--- config.mk ---
export PLATFORM = sky130hd
export DESIGN_NAME = issue_scheduler_flat
export DESIGN_NICKNAME = d
export VERILOG_FILES = /design/src/rtl/issue_scheduler_pkg.sv /design/src/rtl/issue_scheduler_if.sv /design/src/rtl/issue_scheduler_credit_counter.sv /design/src/rtl/issue_scheduler.sv /design/src/flat_wrapper.sv
export SDC_FILE = /design/constraint.sdc
export NUM_CORES = 1
export LEC_CHECK = 0
export BUFFER_PORTS_ARGS = -buffer_cell sky130_fd_sc_hd__buf_2
export CORE_MARGIN = 2
export CORE_UTILIZATION = 35
export DETAILED_ROUTE_END_ITERATION = 8
export GPL_ROUTABILITY_DRIVEN = 1
export PLACE_DENSITY = 0.58
export SETUP_SLACK_MARGIN = 0.2
export SKIP_LAST_GASP = 1
export SLEW_MARGIN = 20
export SYNTH_ARGS = -nofsm -noshare
export SYNTH_HDL_FRONTEND = slang
export SYNTH_SLANG_ARGS = --single-unit
--- constraint.sdc ---
create_clock -name clk -period 4.1 [get_ports clk]
set_input_delay 0.205 -clock clk [delete_from_list [all_inputs] [get_ports clk]]
set_output_delay 0.205 -clock clk [all_outputs]
set_load 0.1 [all_outputs]
--- src/rtl/issue_scheduler_pkg.sv ---
// Shared definitions for the issue scheduler: RV32I major opcodes,
// boolean constants, default resource sizes, FIFO entry layout and
// the per-opcode resource classification helper.
package issue_scheduler_pkg;

    localparam logic TRUE  = 1'b1;
    localparam logic FALSE = 1'b0;

    // RV32I major opcodes (instruction bits [6:0])
    localparam logic [6:0] LUIOP   = 7'b0110111;
    localparam logic [6:0] AUIPCOP = 7'b0010111;
    localparam logic [6:0] JALOP   = 7'b1101111;
    localparam logic [6:0] JALROP  = 7'b1100111;
    localparam logic [6:0] BROP    = 7'b1100011;
    localparam logic [6:0] LOP     = 7'b0000011;
    localparam logic [6:0] SOP     = 7'b0100011;
    localparam logic [6:0] IOP     = 7'b0010011;
    localparam logic [6:0] ROP     = 7'b0110011;

    // Default back-end structure sizes
    localparam int ROB_SIZE_DEF = 16;
    localparam int RS_SIZE_DEF  = 16;
    localparam int LSB_SIZE_DEF = 16;

    // One buffered fetch packet
    typedef struct packed {
        logic [31:0] ins;
        logic [31:0] pc;
        logic        jump_flag;
        logic [31:0] jump_pc;
    } iq_entry_t;

    // Which back-end structures an instruction will occupy
    typedef struct packed {
        logic rob;
        logic rs;
        logic lsb;
    } res_need_t;

    // Every instruction takes a ROB slot; ALU/branch ops add an RS slot;
    // memory ops add an RS slot and an LSB slot. Unknown opcodes are
    // treated like LUI so they still retire through the ROB.
    function automatic res_need_t classify(input logic [6:0] opcode);
        res_need_t need;
        need = '{rob: TRUE, rs: FALSE, lsb: FALSE};
        case (opcode)
            LUIOP, AUIPCOP, JALOP: need = '{rob: TRUE, rs: FALSE, lsb: FALSE};
            JALROP, BROP, IOP, ROP: need = '{rob: TRUE, rs: TRUE, lsb: FALSE};
            LOP, SOP:               need = '{rob: TRUE, rs: TRUE, lsb: TRUE};
            default:                need = '{rob: TRUE, rs: FALSE, lsb: FALSE};
        endcase
        return need;
    endfunction

endpackage

--- src/rtl/issue_scheduler_if.sv ---
// Fetch-side handshake and issue-side bus of the issue scheduler.
// master = fetcher/issue-stage environment, slave = the scheduler.
interface issue_scheduler_if;

    logic        if_valid;
    logic [31:0] if_ins;
    logic [31:0] if_pc;
    logic        if_jump_flag;
    logic [31:0] if_jump_pc;
    logic        if_ready;

    logic        iss_sgn;
    logic [31:0] iss_ins;
    logic [31:0] iss_pc;
    logic        iss_jump_flag;
    logic [31:0] iss_jump_pc;

    modport master (
        output if_valid, if_ins, if_pc, if_jump_flag, if_jump_pc,
        input  if_ready,
        input  iss_sgn, iss_ins, iss_pc, iss_jump_flag, iss_jump_pc
    );

    modport slave (
        input  if_valid, if_ins, if_pc, if_jump_flag, if_jump_pc,
        output if_ready,
        output iss_sgn, iss_ins, iss_pc, iss_jump_flag, iss_jump_pc
    );

endinterface

--- src/rtl/issue_scheduler_credit_counter.sv ---
// Saturating free-slot counter for one back-end structure. Starts full,
// decrements on take, increments on give, refills on flush, and flags a
// give that arrives while already full.
module credit_counter #(
    parameter int MAX = 16,
    parameter int W   = $clog2(MAX + 1)
) (
    input  logic         clk,
    input  logic         rst,
    input  logic         rdy,
    input  logic         flush,
    input  logic         take,
    input  logic         give,
    output logic [W-1:0] count,
    output logic         has_credit,
    output logic         overflow
);

    localparam logic [W-1:0] MAX_C = W'(MAX);

    logic [W-1:0] count_reg;
    logic [W-1:0] count_next;

    // Net credit change; a give at MAX saturates instead of wrapping
    always_comb begin
        count_next = count_reg;
        if (take && !give) begin
            count_next = count_reg - W'(1);
        end else if (give && !take && (count_reg != MAX_C)) begin
            count_next = count_reg + W'(1);
        end
    end

    // Credit register: reset/flush refill, rdy low freezes
    always_ff @(posedge clk) begin
        if (rst) begin
            count_reg <= MAX_C;
        end else if (rdy) begin
            if (flush) begin
                count_reg <= MAX_C;
            end else begin
                count_reg <= count_next;
            end
        end
    end

    assign count      = count_reg;
    assign has_credit = (count_reg != '0);
    assign overflow   = rdy && !flush && give && !take && (count_reg == MAX_C);

endmodule

--- src/rtl/issue_scheduler.sv ---
// In-order admission controller: buffers fetched instructions in a small
// FIFO and releases the head to the issue stage only when every back-end
// structure it needs has a guaranteed free slot.
module issue_scheduler
    import issue_scheduler_pkg::*;
#(
    parameter int IQ_DEPTH = 4,
    parameter int ROB_SIZE = ROB_SIZE_DEF,
    parameter int RS_SIZE  = RS_SIZE_DEF,
    parameter int LSB_SIZE = LSB_SIZE_DEF
) (
    input  logic                       clk,
    input  logic                       rst,
    input  logic                       rdy,
    issue_scheduler_if.slave           bus,
    input  logic                       rob_release,
    input  logic                       rs_release,
    input  logic                       lsb_release,
    input  logic                       flush,
    output logic [$clog2(IQ_DEPTH):0]  iq_count,
    output logic                       credit_err
);

    localparam int PTR_W = $clog2(IQ_DEPTH);
    localparam int CNT_W = PTR_W + 1;

    iq_entry_t            mem [IQ_DEPTH];
    logic [PTR_W-1:0]     head_reg;
    logic [PTR_W-1:0]     tail_reg;
    logic [CNT_W-1:0]     count_reg;

    iq_entry_t            iss_reg;
    logic                 iss_sgn_reg;
    logic                 credit_err_reg;

    iq_entry_t            in_entry;
    iq_entry_t            head_entry;
    res_need_t            need;
    logic                 push;
    logic                 pop;
    logic                 rob_has;
    logic                 rs_has;
    logic                 lsb_has;
    logic                 rob_ovf;
    logic                 rs_ovf;
    logic                 lsb_ovf;
    logic [$clog2(ROB_SIZE + 1)-1:0] rob_count;
    logic [$clog2(RS_SIZE + 1)-1:0]  rs_count;
    logic [$clog2(LSB_SIZE + 1)-1:0] lsb_count;

    assign bus.if_ready = (count_reg != CNT_W'(IQ_DEPTH));

    assign in_entry = '{ins: bus.if_ins, pc: bus.if_pc,
                        jump_flag: bus.if_jump_flag, jump_pc: bus.if_jump_pc};
    assign head_entry = mem[head_reg];

    // Head classification and in-order pop/push qualification
    always_comb begin
        need = classify(head_entry.ins[6:0]);
        push = rdy && !flush && bus.if_valid && bus.if_ready;
        pop  = rdy && !flush && (count_reg != '0)
            && (!need.rob || rob_has)
            && (!need.rs  || rs_has)
            && (!need.lsb || lsb_has);
    end

    // FIFO storage write at the tail
    always_ff @(posedge clk) begin
        if (!rst && push) begin
            mem[tail_reg] <= in_entry;
        end
    end

    // FIFO pointers and occupancy; pointers wrap naturally (power-of-two depth)
    always_ff @(posedge clk) begin
        if (rst) begin
            head_reg  <= '0;
            tail_reg  <= '0;
            count_reg <= '0;
        end else if (rdy) begin
            if (flush) begin
                head_reg  <= '0;
                tail_reg  <= '0;
                count_reg <= '0;
            end else begin
                if (push) tail_reg <= tail_reg + PTR_W'(1);
                if (pop)  head_reg <= head_reg + PTR_W'(1);
                case ({push, pop})
                    2'b10:   count_reg <= count_reg + CNT_W'(1);
                    2'b01:   count_reg <= count_reg - CNT_W'(1);
                    default: count_reg <= count_reg;
                endcase
            end
        end
    end

    // Issue output registers: one cycle from FIFO head to issue strobe
    always_ff @(posedge clk) begin
        if (rst) begin
            iss_sgn_reg <= 1'b0;
            iss_reg     <= '0;
        end else if (rdy) begin
            iss_sgn_reg <= pop;
            if (pop) begin
                iss_reg <= head_entry;
            end
        end
    end

    // Sticky over-release flag; flush leaves it alone
    always_ff @(posedge clk) begin
        if (rst) begin
            credit_err_reg <= 1'b0;
        end else if (rob_ovf || rs_ovf || lsb_ovf) begin
            credit_err_reg <= 1'b1;
        end
    end

    credit_counter #(.MAX(ROB_SIZE)) u_rob_credit (
        .clk(clk), .rst(rst), .rdy(rdy), .flush(flush),
        .take(pop && need.rob), .give(rob_release),
        .count(rob_count), .has_credit(rob_has), .overflow(rob_ovf)
    );

    credit_counter #(.MAX(RS_SIZE)) u_rs_credit (
        .clk(clk), .rst(rst), .rdy(rdy), .flush(flush),
        .take(pop && need.rs), .give(rs_release),
        .count(rs_count), .has_credit(rs_has), .overflow(rs_ovf)
    );

    credit_counter #(.MAX(LSB_SIZE)) u_lsb_credit (
        .clk(clk), .rst(rst), .rdy(rdy), .flush(flush),
        .take(pop && need.lsb), .give(lsb_release),
        .count(lsb_count), .has_credit(lsb_has), .overflow(lsb_ovf)
    );

    assign bus.iss_sgn       = iss_sgn_reg;
    assign bus.iss_ins       = iss_reg.ins;
    assign bus.iss_pc        = iss_reg.pc;
    assign bus.iss_jump_flag = iss_reg.jump_flag;
    assign bus.iss_jump_pc   = iss_reg.jump_pc;
    assign iq_count          = count_reg;
    assign credit_err        = credit_err_reg;

endmodule

--- src/flat_wrapper.sv ---
// flat-port wrapper written by rule: the top's interface ports become plain ports
module issue_scheduler_flat import issue_scheduler_pkg::*;
#(
    parameter int IQ_DEPTH = 4,
    parameter int ROB_SIZE = ROB_SIZE_DEF,
    parameter int RS_SIZE  = RS_SIZE_DEF,
    parameter int LSB_SIZE = LSB_SIZE_DEF
)
  (clk, rst, rdy, rob_release, rs_release, lsb_release, flush, iq_count, credit_err, bus_if_valid, bus_if_ins, bus_if_pc, bus_if_jump_flag, bus_if_jump_pc, bus_if_ready, bus_iss_sgn, bus_iss_ins, bus_iss_pc, bus_iss_jump_flag, bus_iss_jump_pc);
  issue_scheduler_if bus_i ();
  input  logic clk;
  input  logic rst;
  input  logic rdy;
  input  logic rob_release;
  input  logic rs_release;
  input  logic lsb_release;
  input  logic flush;
  output logic [$clog2(IQ_DEPTH):0] iq_count;
  output logic credit_err;
  input wire logic [$bits(bus_i.if_valid)-1:0] bus_if_valid;
  input wire logic [$bits(bus_i.if_ins)-1:0] bus_if_ins;
  input wire logic [$bits(bus_i.if_pc)-1:0] bus_if_pc;
  input wire logic [$bits(bus_i.if_jump_flag)-1:0] bus_if_jump_flag;
  input wire logic [$bits(bus_i.if_jump_pc)-1:0] bus_if_jump_pc;
  output wire logic [$bits(bus_i.if_ready)-1:0] bus_if_ready;
  output wire logic [$bits(bus_i.iss_sgn)-1:0] bus_iss_sgn;
  output wire logic [$bits(bus_i.iss_ins)-1:0] bus_iss_ins;
  output wire logic [$bits(bus_i.iss_pc)-1:0] bus_iss_pc;
  output wire logic [$bits(bus_i.iss_jump_flag)-1:0] bus_iss_jump_flag;
  output wire logic [$bits(bus_i.iss_jump_pc)-1:0] bus_iss_jump_pc;
  assign bus_i.if_valid = bus_if_valid;
  assign bus_i.if_ins = bus_if_ins;
  assign bus_i.if_pc = bus_if_pc;
  assign bus_i.if_jump_flag = bus_if_jump_flag;
  assign bus_i.if_jump_pc = bus_if_jump_pc;
  assign bus_if_ready = bus_i.if_ready;
  assign bus_iss_sgn = bus_i.iss_sgn;
  assign bus_iss_ins = bus_i.iss_ins;
  assign bus_iss_pc = bus_i.iss_pc;
  assign bus_iss_jump_flag = bus_i.iss_jump_flag;
  assign bus_iss_jump_pc = bus_i.iss_jump_pc;
  issue_scheduler #(.IQ_DEPTH(IQ_DEPTH), .ROB_SIZE(ROB_SIZE), .RS_SIZE(RS_SIZE), .LSB_SIZE(LSB_SIZE)) u_core (.clk(clk), .rst(rst), .rdy(rdy), .bus(bus_i), .rob_release(rob_release), .rs_release(rs_release), .lsb_release(lsb_release), .flush(flush), .iq_count(iq_count), .credit_err(credit_err));
endmodule
## Word level (Yosys, flattened, before mapping)

Memories as Yosys holds them, arrays and structs flattened. A register that Yosys moved wholly into a read port is not among the register bits.
Index checks and enable logic that the tools add are counted.

| operators by class | value |
|---|---|
| eq/ne operators | 15 |
| multiplexer cells | 20 |
| reduce and logical (&&, ||, !) cells | 64 |
| add/sub/neg operators | 10 |

Operator list:

| operator | count |
|---|---|
| $mux W5 | 9 |
| $logic_and A1 B1 Y1 | 28 |
| $add A5 B1 Y5 const B | 3 |
| $eq A5 B5 Y1 const B | 3 |
| $ne A5 B5 Y1 const B | 3 |
| $reduce_bool A3 Y1 | 5 |
| $reduce_bool A5 Y1 | 3 |
| $sub A5 B1 Y5 const B | 3 |
| $eq A7 B6 Y1 const B | 2 |
| $eq A7 B7 Y1 const B | 2 |
| $reduce_and A2 Y1 | 7 |
| $mux W2 | 6 |
| $logic_not A1 Y1 | 10 |
| $eq A7 B2 Y1 const B | 1 |
| $eq A7 B5 Y1 const B | 1 |
| $pmux W3 S2 | 1 |
| $logic_or A1 B1 Y1 | 5 |
| $add A2 B1 Y2 const B | 2 |
| $pmux W2 S2 | 1 |
| $reduce_bool A2 Y1 | 2 |
| $reduce_or A4 Y1 | 1 |
| $add A3 B1 Y3 const B | 1 |
| $mux W3 | 1 |
| $ne A3 B3 Y1 const B | 1 |
| 7 further kinds | 8 |

| word-level totals | value |
|---|---|
| memory bits (writable) | 388 |
| bits in registers | 121 |
| memories | 1 |

Memories:

| memory | depth | bits a word | read ports | clocked after Yosys merged registers in | write ports | RTL line | text |
|---|---|---|---|---|---|---|---|
| u_core.mem | 4 | 97 | 1 | 1 | 1 | issue_scheduler.sv:27 | `iq_entry_t mem [IQ_DEPTH];` |

## Longest topological paths before layout

Gate-level depths: netlist (run 1).

| depth | value |
|---|---|
| depth in word-level cells | 14 |
| gate-level depth with buffers | 15 |
| depth with buffers taken out | 13 |

## By module

From an unflattened synthesis (run 1), not the netlist that was laid out.

| second synthesis, totals | value |
|---|---|
| cell total of the unflattened synthesis | 1162 |
| area, all modules | 19233.4 um2 |

Modules (own cells, without submodules):

| module | instances | sequential area each (um2) | cells each | area an instance (um2) |
|---|---|---|---|---|
| issue_scheduler | 1 | 13813.2 | 1012 | 17972.2 |
| credit_counter | 3 | 100.1 | 50 | 420.4 |

## Least setup slack after synthesis (run 1)

Ideal clock, no wire load.

| path | value |
|---|---|
| kind | register -> register |
| start point | register u_core.count_reg[0] (netlist: u_core.iq_count[0]) |
| end point | memory u_core.mem[1][0] (netlist name), enable pin |
| library setup time | 0.467 ns |
| path slack | -0.983 ns |
| period minus slack after synthesis | 5.083 ns |
| arrival | 4.616 ns |
| cell stages (with the launch flop) | 6 |
| required time | 3.633 ns |
| path through | dfxtp_1 nor2_1 nand2_1 nand3_1 nor3_1 and2_1 |

| between the ends | value |
|---|---|
| cells in the longest elaborated chain, start to end | 5 |

RTL lines:

| element | RTL line | text |
|---|---|---|
| from (decl) | issue_scheduler.sv:30 | `logic [CNT_W-1:0] count_reg;` |
| from (signal assigned) | issue_scheduler.sv:89 | `2'b10: count_reg <= count_reg + CNT_W'(1);` |
| from (signal assigned) | issue_scheduler.sv:90 | `2'b01: count_reg <= count_reg - CNT_W'(1);` |
| from (signal assigned) | issue_scheduler.sv:91 | `default: count_reg <= count_reg;` |
| $ne A3 B3 Y1 | issue_scheduler.sv:51 | `assign bus.if_ready = (count_reg != CNT_W'(IQ_DEPTH));` |
| named net bus_if_ready | flat_wrapper.sv:25 | `output wire logic [$bits(bus_i.if_ready)-1:0] bus_if_ready;` |
| $logic_and A1 B1 Y1 | issue_scheduler.sv:60 | `push = rdy && !flush && bus.if_valid && bus.if_ready;` |
| $logic_and A1 B1 Y1 | issue_scheduler.sv:69 | `if (!rst && push) begin` |
| $mux W1 | issue_scheduler.sv:69 |  |
| $mux W1 (not written as such) | issue_scheduler.sv:70 | `mem[tail_reg] <= in_entry;` |
| to (decl) | issue_scheduler.sv:27 |  |

The timed path passes the listed nets, and every way through them passes these cells.

==> flow_metrics.tcl, run 1 <==
set metrics [dict create \
    area_delta_synth_final_pct 25.0 \
    synth_area_per_cell_um2 16.6 \
    timing.final.hold_violations 0 \
    regToRegSetupSlack_ns 0.61 \
    cp.arrival_ns 3.95 \
    grt_pass1_vias 11300 \
    met2WireLength_um 21500 \
    syn-cell-area_um2 19100 \
    clk_latency_ns 0.59 \
    firstDrtPassIters 5 \
    totalWireLength_um 43800 \
    wl_per_cell_um 19.7 \
    worstPathCellList "mux4_2 -> and4bb_2 -> a211oi_2 -> and2_4 -> nand2b_2 -> inv_2 -> ha_1 -> nor2b_1 -> o21ai_0 -> nand2b_1 -> o211a_1 -> o32a_1" \
    initial_utilization_pct 35.4 \
    ys_ff_latch 511 \
    cts_tree "built" \
    drt_iter0_drc 659 \
    grt_max_degree 81 \
    synth_warnings 0 \
    synth_fa_ha_area_share_pct 1.27 \
    wl_met3_um 2400 \
    p_leak_uw 0.00826 \
    crit_type "register to register" \
    clk_pin_slew_worst_paths_ns 0.06 \
    status "finished, final reports clean" \
    reg2reg_depth 12 \
    die_area_um2 56400 \
    layout-drive-gt1-share_pct 28.2 \
    holdPathStages 4 \
    fin_nets 1596 \
    layout_min_cycle_time_ns 3.49 \
    multiInputGateArea_um2 4630 \
    clockBufferDepth 3 \
    fmax_ghz 0.286 \
    hold_path_end "u_core.credit_err" \
    gr-total-overflow 0 \
    slowest_delay_ns 0.55 \
    h-tree-depth 2 \
    die_x_um 237 \
    synthesis.nets 1268 \
    clock-sinks 511 \
    ys_seq_area_share_pct 74.0 \
    slew_viol_final 0 \
    dieHeight_um 237 \
    finalSetupTns_ns 0 \
    ir_drop_v 0.000344 \
    via_per_inst 4.90 \
    synth_top_family_by_area "multiplexers" \
    seqCellArea_um2 14100 \
    top_layer_used "met5" \
    dp_hpwl_um 25600 \
    syn_inst 1146 \
    synth_top_cell_area_share_pct 61.1 \
    ys_top_cells_by_count "388 x edfxtp_1, 208 x nand2_1, 123 x dfxtp_1" \
    grt_first_pass_wirelength_um 66600 \
    synthXorXnorAreaFrac_pct 0.413 \
    start_kind "register" \
    crit_slowest_cell "mux4_2" \
    max_cap_viol_count 0 \
    fillCellCount 4791 \
    num_rows 85 \
    gp_congestion 0.818 \
    final_antenna_net_count 0 \
    p_per_area_nw_per_um2 458 \
    ioPinCount 208 \
    skew_ns 0.0292 \
    rsz0062_at_grt "false" \
    antenna_found_initial 3 \
    setup_viol 0 \
    worstPathRequired_ns 4.56 \
    synth_mux_area_share_pct 11.9 \
    regMostFlops "u_core.mem" \
    cp-end-kind "register" \
    synth_largest_area_cell "edfxtp_1" \
    num_vias 10900 \
    synthSimpleGateAreaFrac_pct 5.97 \
    tightest_slew_ns 1.09 \
    cts_setup_buffers 0 \
    synth_edf_count 388 \
    grt_usage_pct 15.5 \
    numCtsBuffers 55 \
    holdCritPathClass "input pin to register" \
    post-route-period-util_pct 85.1 \
    synth_compound_area_share_pct 4.67 \
    synthTopCellsByArea "edfxtp_1 61%, dfxtp_1 13%, mux4_2 11%" \
    yosysUniqueCellTypes 59 \
    drcViolationCount 0 \
    min_from "lsb_release" \
    cts-root-buf "clkbuf_16" \
    power_uw 10900 \
    async_reset_ff_share_pct 0 \
    wl_met1_um 19100 \
    rr_endpoint "u_core.u_lsb_credit.count[4]" \
    worstPathMaxFanout 10 \
    port_buffers 207 \
    largest_reg_flops 388 \
    coreArea_um2 53800 \
    synth_most_common_cell "edfxtp_1" \
    ys.flop_type "edfxtp_1" \
    slew_headroom_pct 27.4 \
]
==> worst max-delay path: cells and delay by family (launching register included) <==
kind	cells	cell delay [ns]
AOI/OAI and AO/OA	4	1.06
adders and majority gates	1	0.27
buffers and inverters	1	0.13
DFF	1	0.45
muxes	1	0.55
and+or+nand+nor	5	0.94
==> layout by cell type, fill, tap and decap left out, drive strengths merged, types with 5 or more instances in the layout <==
cell,netlist,routed
a21o,5,5
a21oi,110,110
and2,5,5
buf,17,232
clkbuf,43,84
clkinv,0,13
dfxtp,123,123
dlygate4sd3,0,99
edfxtp,388,388
ha,13,13
inv,20,21
mux2i,7,7
mux4,97,97
nand2,208,208
nand3,6,6
nor2,25,25
nor4,5,5
o21ai,7,7
xnor2,5,5
==> metal layers <==
| metal | up-vias | GRT usage, % |
|---|---|---|
| li1 | 5018 | - |
| met1 | 5530 | 20.1 |
| met2 | 246 | 26.2 |
| met3 | 65 | 3.84 |
| met4 | 4 | 3.68 |
| met5 | - | 0 |
==> area by class of cell <==
cell class | instances | share of cell area [%]
antenna | 2 | 0.0210
sequential | 511 | 59.3
clock buffer | 84 | 6.83
tap | 696 | 3.65
clock inverter | 19 | 0.809
inverter | 20 | 0.315
multi-input combinational | 555 | 19.4
timing repair buffer | 331 | 9.67
==> worst max path at each step <==
stage,slack [ns],end,cells after the start
6_report,0.61,u_core.u_lsb_credit.count[4],12
3_5_place_dp,0.66,u_core.u_lsb_credit.count[4],12
3_3_place_gp,0.79,u_core.u_lsb_credit.count[4],12
2_1_floorplan,0.08,u_core.mem[0][0],5
4_1_cts,0.64,u_core.u_lsb_credit.count[4],12
5_1_grt,0.47,u_core.u_lsb_credit.count[4],13
==> per-stage QoR <==
stage	hold WS [ns]	worst slack [ns]	cell area, um^2	instances	utilization [%]
CTS	0.00503	0.645	23800	2216	44.3
global placement	0.417	0.789	21000	2014	39.0
detailed placement	0.421	0.658	21000	2014	39.0
floorplan	0.304	0.0841	19100	1146	-
global route	0.0575	0.466	23800	2217	44.3
finish	0.0828	0.610	23800	2218	44.3
==> what timing repair did <==
action / 4_1_cts / 5_1_grt
gates resized for setup: 0 / 0
setup endpoints to repair: 0 / 0
hold buffers: 99 / 0
endpoints found under the hold margin: 390 / 0
==> kinds of logic (layout without fill, tap and decap cells) <==
group                      Yosys count  count (layout)
xor gates and xnor gates             9               9
other                                0               2
buffers and inverters               80             454
adders and majority gates           17              17
muxes                              105             105
DFF                                511             511
AOI/OAI and AO/OA                  152             152
and+or+nand+nor                    272             272
==> where the power goes <==
| group | internal (uW) | total (uW) | leakage [uW] | switching (uW) |
|---|---|---|---|---|
| combinational | 152 | 385 | 0.00288 | 233 |
| sequential | 5590 | 5610 | 0.00449 | 12.2 |
| clock | 2970 | 4920 | 0.000895 | 1950 |
| total | 8720 | 10900 | 0.00826 | 2190 |
No activity file was read; power rests on OpenSTA's default activity.
==> run 2, diff against run 1 <==
--- a/config.mk
+++ b/config.mk
@@ -16,4 +16,5 @@
 export SLEW_MARGIN = 20
 export SYNTH_ARGS = -nofsm -noshare
 export SYNTH_HDL_FRONTEND = slang
+export SYNTH_HIERARCHICAL = 1
 export SYNTH_SLANG_ARGS = --single-unit
==> flow_metrics.tcl, run 2 <==
set metrics [dict create \
    top_layer_used "met5" \
    ioPinCount 208 \
    timing.final.hold_violations 0 \
    coreArea_um2 54000 \
    largest_reg_flops 388 \
    power_uw 11100 \
    cp-end-kind "register" \
    die_area_um2 56800 \
    synth_area_per_cell_um2 16.6 \
    worstPathMaxFanout 14 \
    finalSetupTns_ns 0 \
    gp_congestion 0.725 \
    rsz0062_at_grt "false" \
    synth_most_common_cell "edfxtp_1" \
    p_leak_uw 0.00808 \
    syn-cell-area_um2 19200 \
    ys.flop_type "edfxtp_1" \
    num_rows 85 \
    final_cell_mix "388 x edfxtp_1, 210 x nand2_1, 206 x buf_2" \
    skew_ns 0.0215 \
    setup_viol 0 \
    pre_cts_slack_ns 0.319 \
    holdCritPathClass "input pin to register" \
    clk_pin_slew_worst_paths_ns 0.06 \
    grt_pass1_vias 11300 \
    grt_max_degree 76 \
    cts_tree "built" \
    final_cells 2219 \
    worstPathRequired_ns 4.57 \
    h-tree-depth 2 \
    gr-total-overflow 0 \
    async_reset_ff_share_pct 0 \
    wl_per_cell_um 19.5 \
    port_buffers 207 \
    clk_latency_ns 0.59 \
    totalWireLength_um 43200 \
    cp.arrival_ns 4.08 \
    layout-drive-gt1-share_pct 27.9 \
    slowest_delay_ns 0.59 \
    wl_met1_um 18600 \
    fmax_ghz 0.277 \
    worstPathCellList "mux4_2 -> or4_1 -> a31o_2 -> nand2_4 -> inv_4 -> nor2b_1 -> xor2_1 -> ha_1 -> o31ai_1 -> a31oi_1 -> o31a_1" \
    antenna_found_initial 4 \
    via_per_inst 4.90 \
    fin_nets 1594 \
    clock-sinks 511 \
    hold_ws_ns 0.142 \
    tightest_slew_ns 0.907 \
    synthesis.nets 1278 \
    synthTopCellsByArea "edfxtp_1 61%, dfxtp_1 13%, mux4_2 11%" \
    dieHeight_um 238 \
    slew_headroom_pct 39.6 \
    ys_seq_area_share_pct 73.4 \
    min_from "rdy" \
    grt_usage_pct 15.3 \
    clockBufferDepth 3 \
    die_x_um 238 \
    num_vias 10900 \
    synth_largest_area_cell "edfxtp_1" \
    cts_setup_buffers 0 \
    initial_utilization_pct 35.6 \
    dp_cells 2020 \
    crit_slowest_cell "mux4_2" \
    status "finished, final reports clean" \
    dp_hpwl_um 25100 \
    ys_ff_latch 511 \
    wl_met3_um 2410 \
    numCtsBuffers 54 \
    ys_top_cells_by_count "388 x edfxtp_1, 210 x nand2_1, 123 x dfxtp_1" \
    max_cap_viol_count 0 \
    grt_first_pass_wirelength_um 65900 \
    cts-root-buf "clkbuf_16" \
    final_common_cell "edfxtp_1" \
    crit_type "register to register" \
    drcViolationCount 0 \
    syn_inst 1162 \
    post-route-period-util_pct 88.0 \
    area_delta_synth_final_pct 23.9 \
    yosysUniqueCellTypes 49 \
    final_antenna_net_count 0 \
    start_kind "register" \
    synth_edf_count 388 \
    met2WireLength_um 21200 \
    layout_min_cycle_time_ns 3.61 \
    regMostFlops "u_core/mem" \
    synth_warnings 6 \
    ir_drop_v 0.000359 \
    firstDrtPassIters 4 \
    p_per_area_nw_per_um2 465 \
    synth_top_cell_area_share_pct 60.6 \
    drt_iter0_drc 595 \
    finalWorstSetupSlack_ns 0.491 \
    slew_viol_final 0 \
]
-- run 2: cell count changes after synthesis, sizes merged, moves of 4 or more --
cell	change
a21o	-5
a21oi	+7
buf	+15
clkbuf	-9
nand2b	+6
nand3b	+11
nor2	-4
o31ai	+4
-- run 2: worst paths after layout --
check        cells after the start                            to  slack (ns)
max                             11  u_core/u_rob_credit/count[4]        0.49
min reg2reg                      2        u_core/bus.iss_ins[19]        0.45
max reg2reg                     11  u_core/u_rob_credit/count[4]        0.49
min                              4  u_core/u_rob_credit/count[2]        0.14
-- run 2: through the flow --
stage	util, %	area [um^2]
finish	44.1	23800
CTS	44.1	23800
floorplan	-	19200
detailed placement	39.0	21100
global placement	39.0	21100
global route	44.1	23800
-- run 2: logic make-up after synthesis --
logic type | after synthesis | share of synthesized area [%]
mux | 103 | 11.7
fa+ha+maj | 11 | 0.755
compound gates | 157 | 4.89
xor+xnor | 10 | 0.455
simple gates | 287 | 6.67
buf+inv | 83 | 2.19
flops | 511 | 73.4
-- run 2: timing repair --
item,in CTS,in global routing
endpoints found under the setup margin,0,37
hold endpoints to repair,389,0
hold buffers,98,0
gates resized for setup,0,3
-- run 2: critical path, delay by kind of cell, from the launching register on --
kind                     cells  cell delay [ns]
AO/OA/AOI/OAI                4             0.95
AND/OR/NAND/NOR              3             0.94
multiplexers                 1             0.59
flip-flops                   1             0.50
adder cells (fa/ha/maj)      1             0.27
XOR/XNOR                     1             0.19
buffers and inverters        1             0.06
-- run 2: power breakdown --
| group | switching, uW | internal (uW) |
|---|---|---|
| clock network | 1930 | 2900 |
| logic | 405 | 204 |
| registers | 28.6 | 5610 |
| total | 2370 | 8710 |
-- run 2: cell type report --
| cell class | instances | area [um^2] |
|---|---|---|
| fill | 4807 | 30200 |
| sequential | 511 | 14100 |
| multi-input combinational | 568 | 4710 |
| timing repair buffer | 326 | 2280 |
| clock buffer | 83 | 1580 |
| tap | 696 | 871 |
| clock inverter | 16 | 190 |
| inverter | 17 | 66.3 |
| antenna | 2 | 5.00 |
-- run 2: layer usage --
layer / GRT usage, % / up-vias
met5: 0 / -
met4: 4.38 / 4
met3: 3.34 / 65
met2: 26.0 / 246
met1: 19.6 / 5499
li1: - / 5068
==> run 3, diff against run 2 <==
--- a/config.mk
+++ b/config.mk
@@ -8,6 +8,7 @@
 export BUFFER_PORTS_ARGS = -buffer_cell sky130_fd_sc_hd__buf_2
 export CORE_MARGIN = 2
 export CORE_UTILIZATION = 35
+export CTS_BUF_LIST = sky130_fd_sc_hd__clkbuf_8
 export DETAILED_ROUTE_END_ITERATION = 8
 export GPL_ROUTABILITY_DRIVEN = 1
 export PLACE_DENSITY = 0.58
==> flow_metrics.tcl, run 3 (synthesis results as in run 2) <==
set metrics [dict create \
    largest_reg_flops 388 \
    grt_usage_pct 15.6 \
    grt_first_pass_wirelength_um 66900 \
    wl_met3_um 2640 \
    cts-root-buf "clkbuf_8" \
    min_from "rs_release" \
    final_antenna_net_count 0 \
    regMostFlops "u_core/mem" \
    cp-end-kind "register" \
    p_leak_uw 0.00828 \
    swShare_pct 22.9 \
    crit_type "register to register" \
    numCtsBuffers 86 \
    layout-drive-gt1-share_pct 29.7 \
    fin_util_pct 44.2 \
    gr-total-overflow 0 \
    ioPinCount 208 \
    post-route-period-util_pct 88.4 \
    wl_per_cell_um 19.3 \
    final_cell_mix "388 x edfxtp_1, 210 x nand2_1, 206 x buf_2" \
    clk_latency_ns 0.67 \
    h-tree-depth 3 \
    firstDrtPassIters 5 \
    clockBufferDepth 3 \
    tightest_slew_ns 0.898 \
    drt_iter0_drc 554 \
    rsz0062_at_grt "false" \
    max_cap_viol_count 0 \
    status "finished, final reports clean" \
    cts_tree "built" \
    setup_viol 0 \
    holdCritPathClass "input pin to register" \
    wl_met1_um 18700 \
    fin_nets 1629 \
    fillCellCount 4849 \
    via_per_inst 4.84 \
    initial_utilization_pct 35.6 \
    worstPathMaxFanout 14 \
    gp_congestion 0.725 \
    switching_power_uw 2480 \
    reg2reg_depth 12 \
    cts_setup_buffers 0 \
    multiInputGateArea_um2 4710 \
    slew_viol_final 0 \
    worstPathRequired_ns 4.71 \
    dp_hpwl_um 25100 \
    seqCellArea_um2 14100 \
    p_int_uw 8340 \
    fmax_ghz 0.276 \
    rr_endpoint "u_core/u_rob_credit/count[4]" \
    ir_drop_v 0.000275 \
    clockPowerShare_pct 42.2 \
    grt_max_degree 76 \
    finalSetupTns_ns 0 \
    start_kind "register" \
    top_layer_used "met5" \
    cp.arrival_ns 4.24 \
    regToRegSetupSlack_ns 0.47 \
    grt_pass1_vias 11600 \
    totalWireLength_um 44000 \
    slew_headroom_pct 40.1 \
    clk_pin_slew_worst_paths_ns 0.06 \
    dieHeight_um 238 \
    skew_ns 0.0273 \
    coreArea_um2 54000 \
    comb_power_share_pct 5.6 \
    num_rows 85 \
    antenna_found_initial 3 \
    timing.final.hold_violations 0 \
    layout_min_cycle_time_ns 3.63 \
    clock-sinks 511 \
    pwr-share-seq_pct 52.1 \
    final_common_cell "edfxtp_1" \
    hold_path_end "u_core/u_rs_credit/count[2]" \
    holdPathStages 4 \
    num_vias 11100 \
    drcViolationCount 0 \
    port_buffers 207 \
    met2WireLength_um 21600 \
    die_area_um2 56800 \
    die_x_um 238 \
    p_per_area_nw_per_um2 454 \
    area_delta_synth_final_pct 24.0 \
]
==> run 3: cell count changes in the layout (fill, tap and decap cells not counted), moves of 4 or more <==
cell / delta
clkbuf_1: -18
clkbuf_16: -55
clkbuf_8: +92
clkinv_1: -4
clkinv_2: +7
inv_1: +37
==> run 3: power groups by stage <==
stage / sequential [uW] / clock [uW] / combinational, uW
after floorplan: 5920 / 0 / 186
after global placement: 5750 / 0 / 526
after detailed placement: 5750 / 0 / 537
after CTS: 5640 / 4720 / 620
after global routing: 5640 / 4930 / 655
final: 5640 / 4570 / 611
==> run 3: layout make-up <==
| cell class | instances | area share [%] |
|---|---|---|
| Clock buffer | 102 | 5.89 |
| Inverter | 17 | 0.278 |
| Clock inverter | 57 | 1.52 |
| Antenna cell | 1 | 0.0105 |
| Tap cell | 696 | 3.65 |
| Multi-Input combinational cell | 568 | 19.8 |
| Sequential cell | 511 | 59.2 |
| Timing Repair Buffer | 329 | 9.69 |
==> run 3: what timing repair did <==
item,in CTS,in global routing
endpoints found under the hold margin,393,0
hold buffers,101,0
endpoints found under the setup margin,0,33
resized for setup,0,3
==> run 3: through the flow <==
stage                     hold WS (ns)  std cells  setup WS (ns)  total power (uW)  area [um^2]
after floorplan                  0.274       1162          0.574              6110        19200
after global placement           0.418       2020          0.458              6270        21100
after detailed placement         0.420       2020          0.319              6290        21100
after CTS                       0.0219       2280          0.315             11000        23800
after global routing            0.0629       2281          0.277             11200        23900
final                           0.0621       2281          0.474             10800        23900
==> run 3: worst max path at each step <==
stage                  start  slack (ns)  cells after the start                            to
floorplan           register        0.57                     15  u_core/u_rob_credit/count[4]
global placement    register        0.46                      8        u_core/bus.iss_ins[24]
detailed placement  register        0.32                      8        u_core/bus.iss_ins[11]
CTS                 register        0.32                      8        u_core/bus.iss_ins[14]
global route        register        0.28                     12  u_core/u_rob_credit/count[4]
finish              register        0.47                     12  u_core/u_rob_credit/count[4]
==> run 3: critical path, cell delays in order, from the launching register on <==
cell	delay (ns)
dfxtp_4	0.49
mux4_2	0.60
or4_1	0.53
a31o_2	0.30
nand2_4	0.16
inv_4	0.06
nor2b_1	0.26
xor2_1	0.19
ha_1	0.27
o31ai_1	0.22
a31oi_1	0.14
a22oi_1	0.22
o31a_1	0.15
==> run 3: routing by layer <==
metal / track usage (%) / vias up
met2: 26.0 / 289
li1: - / 5145
met4: 6.12 / 4
met3: 4.04 / 75
met5: 0 / -
met1: 19.6 / 5538
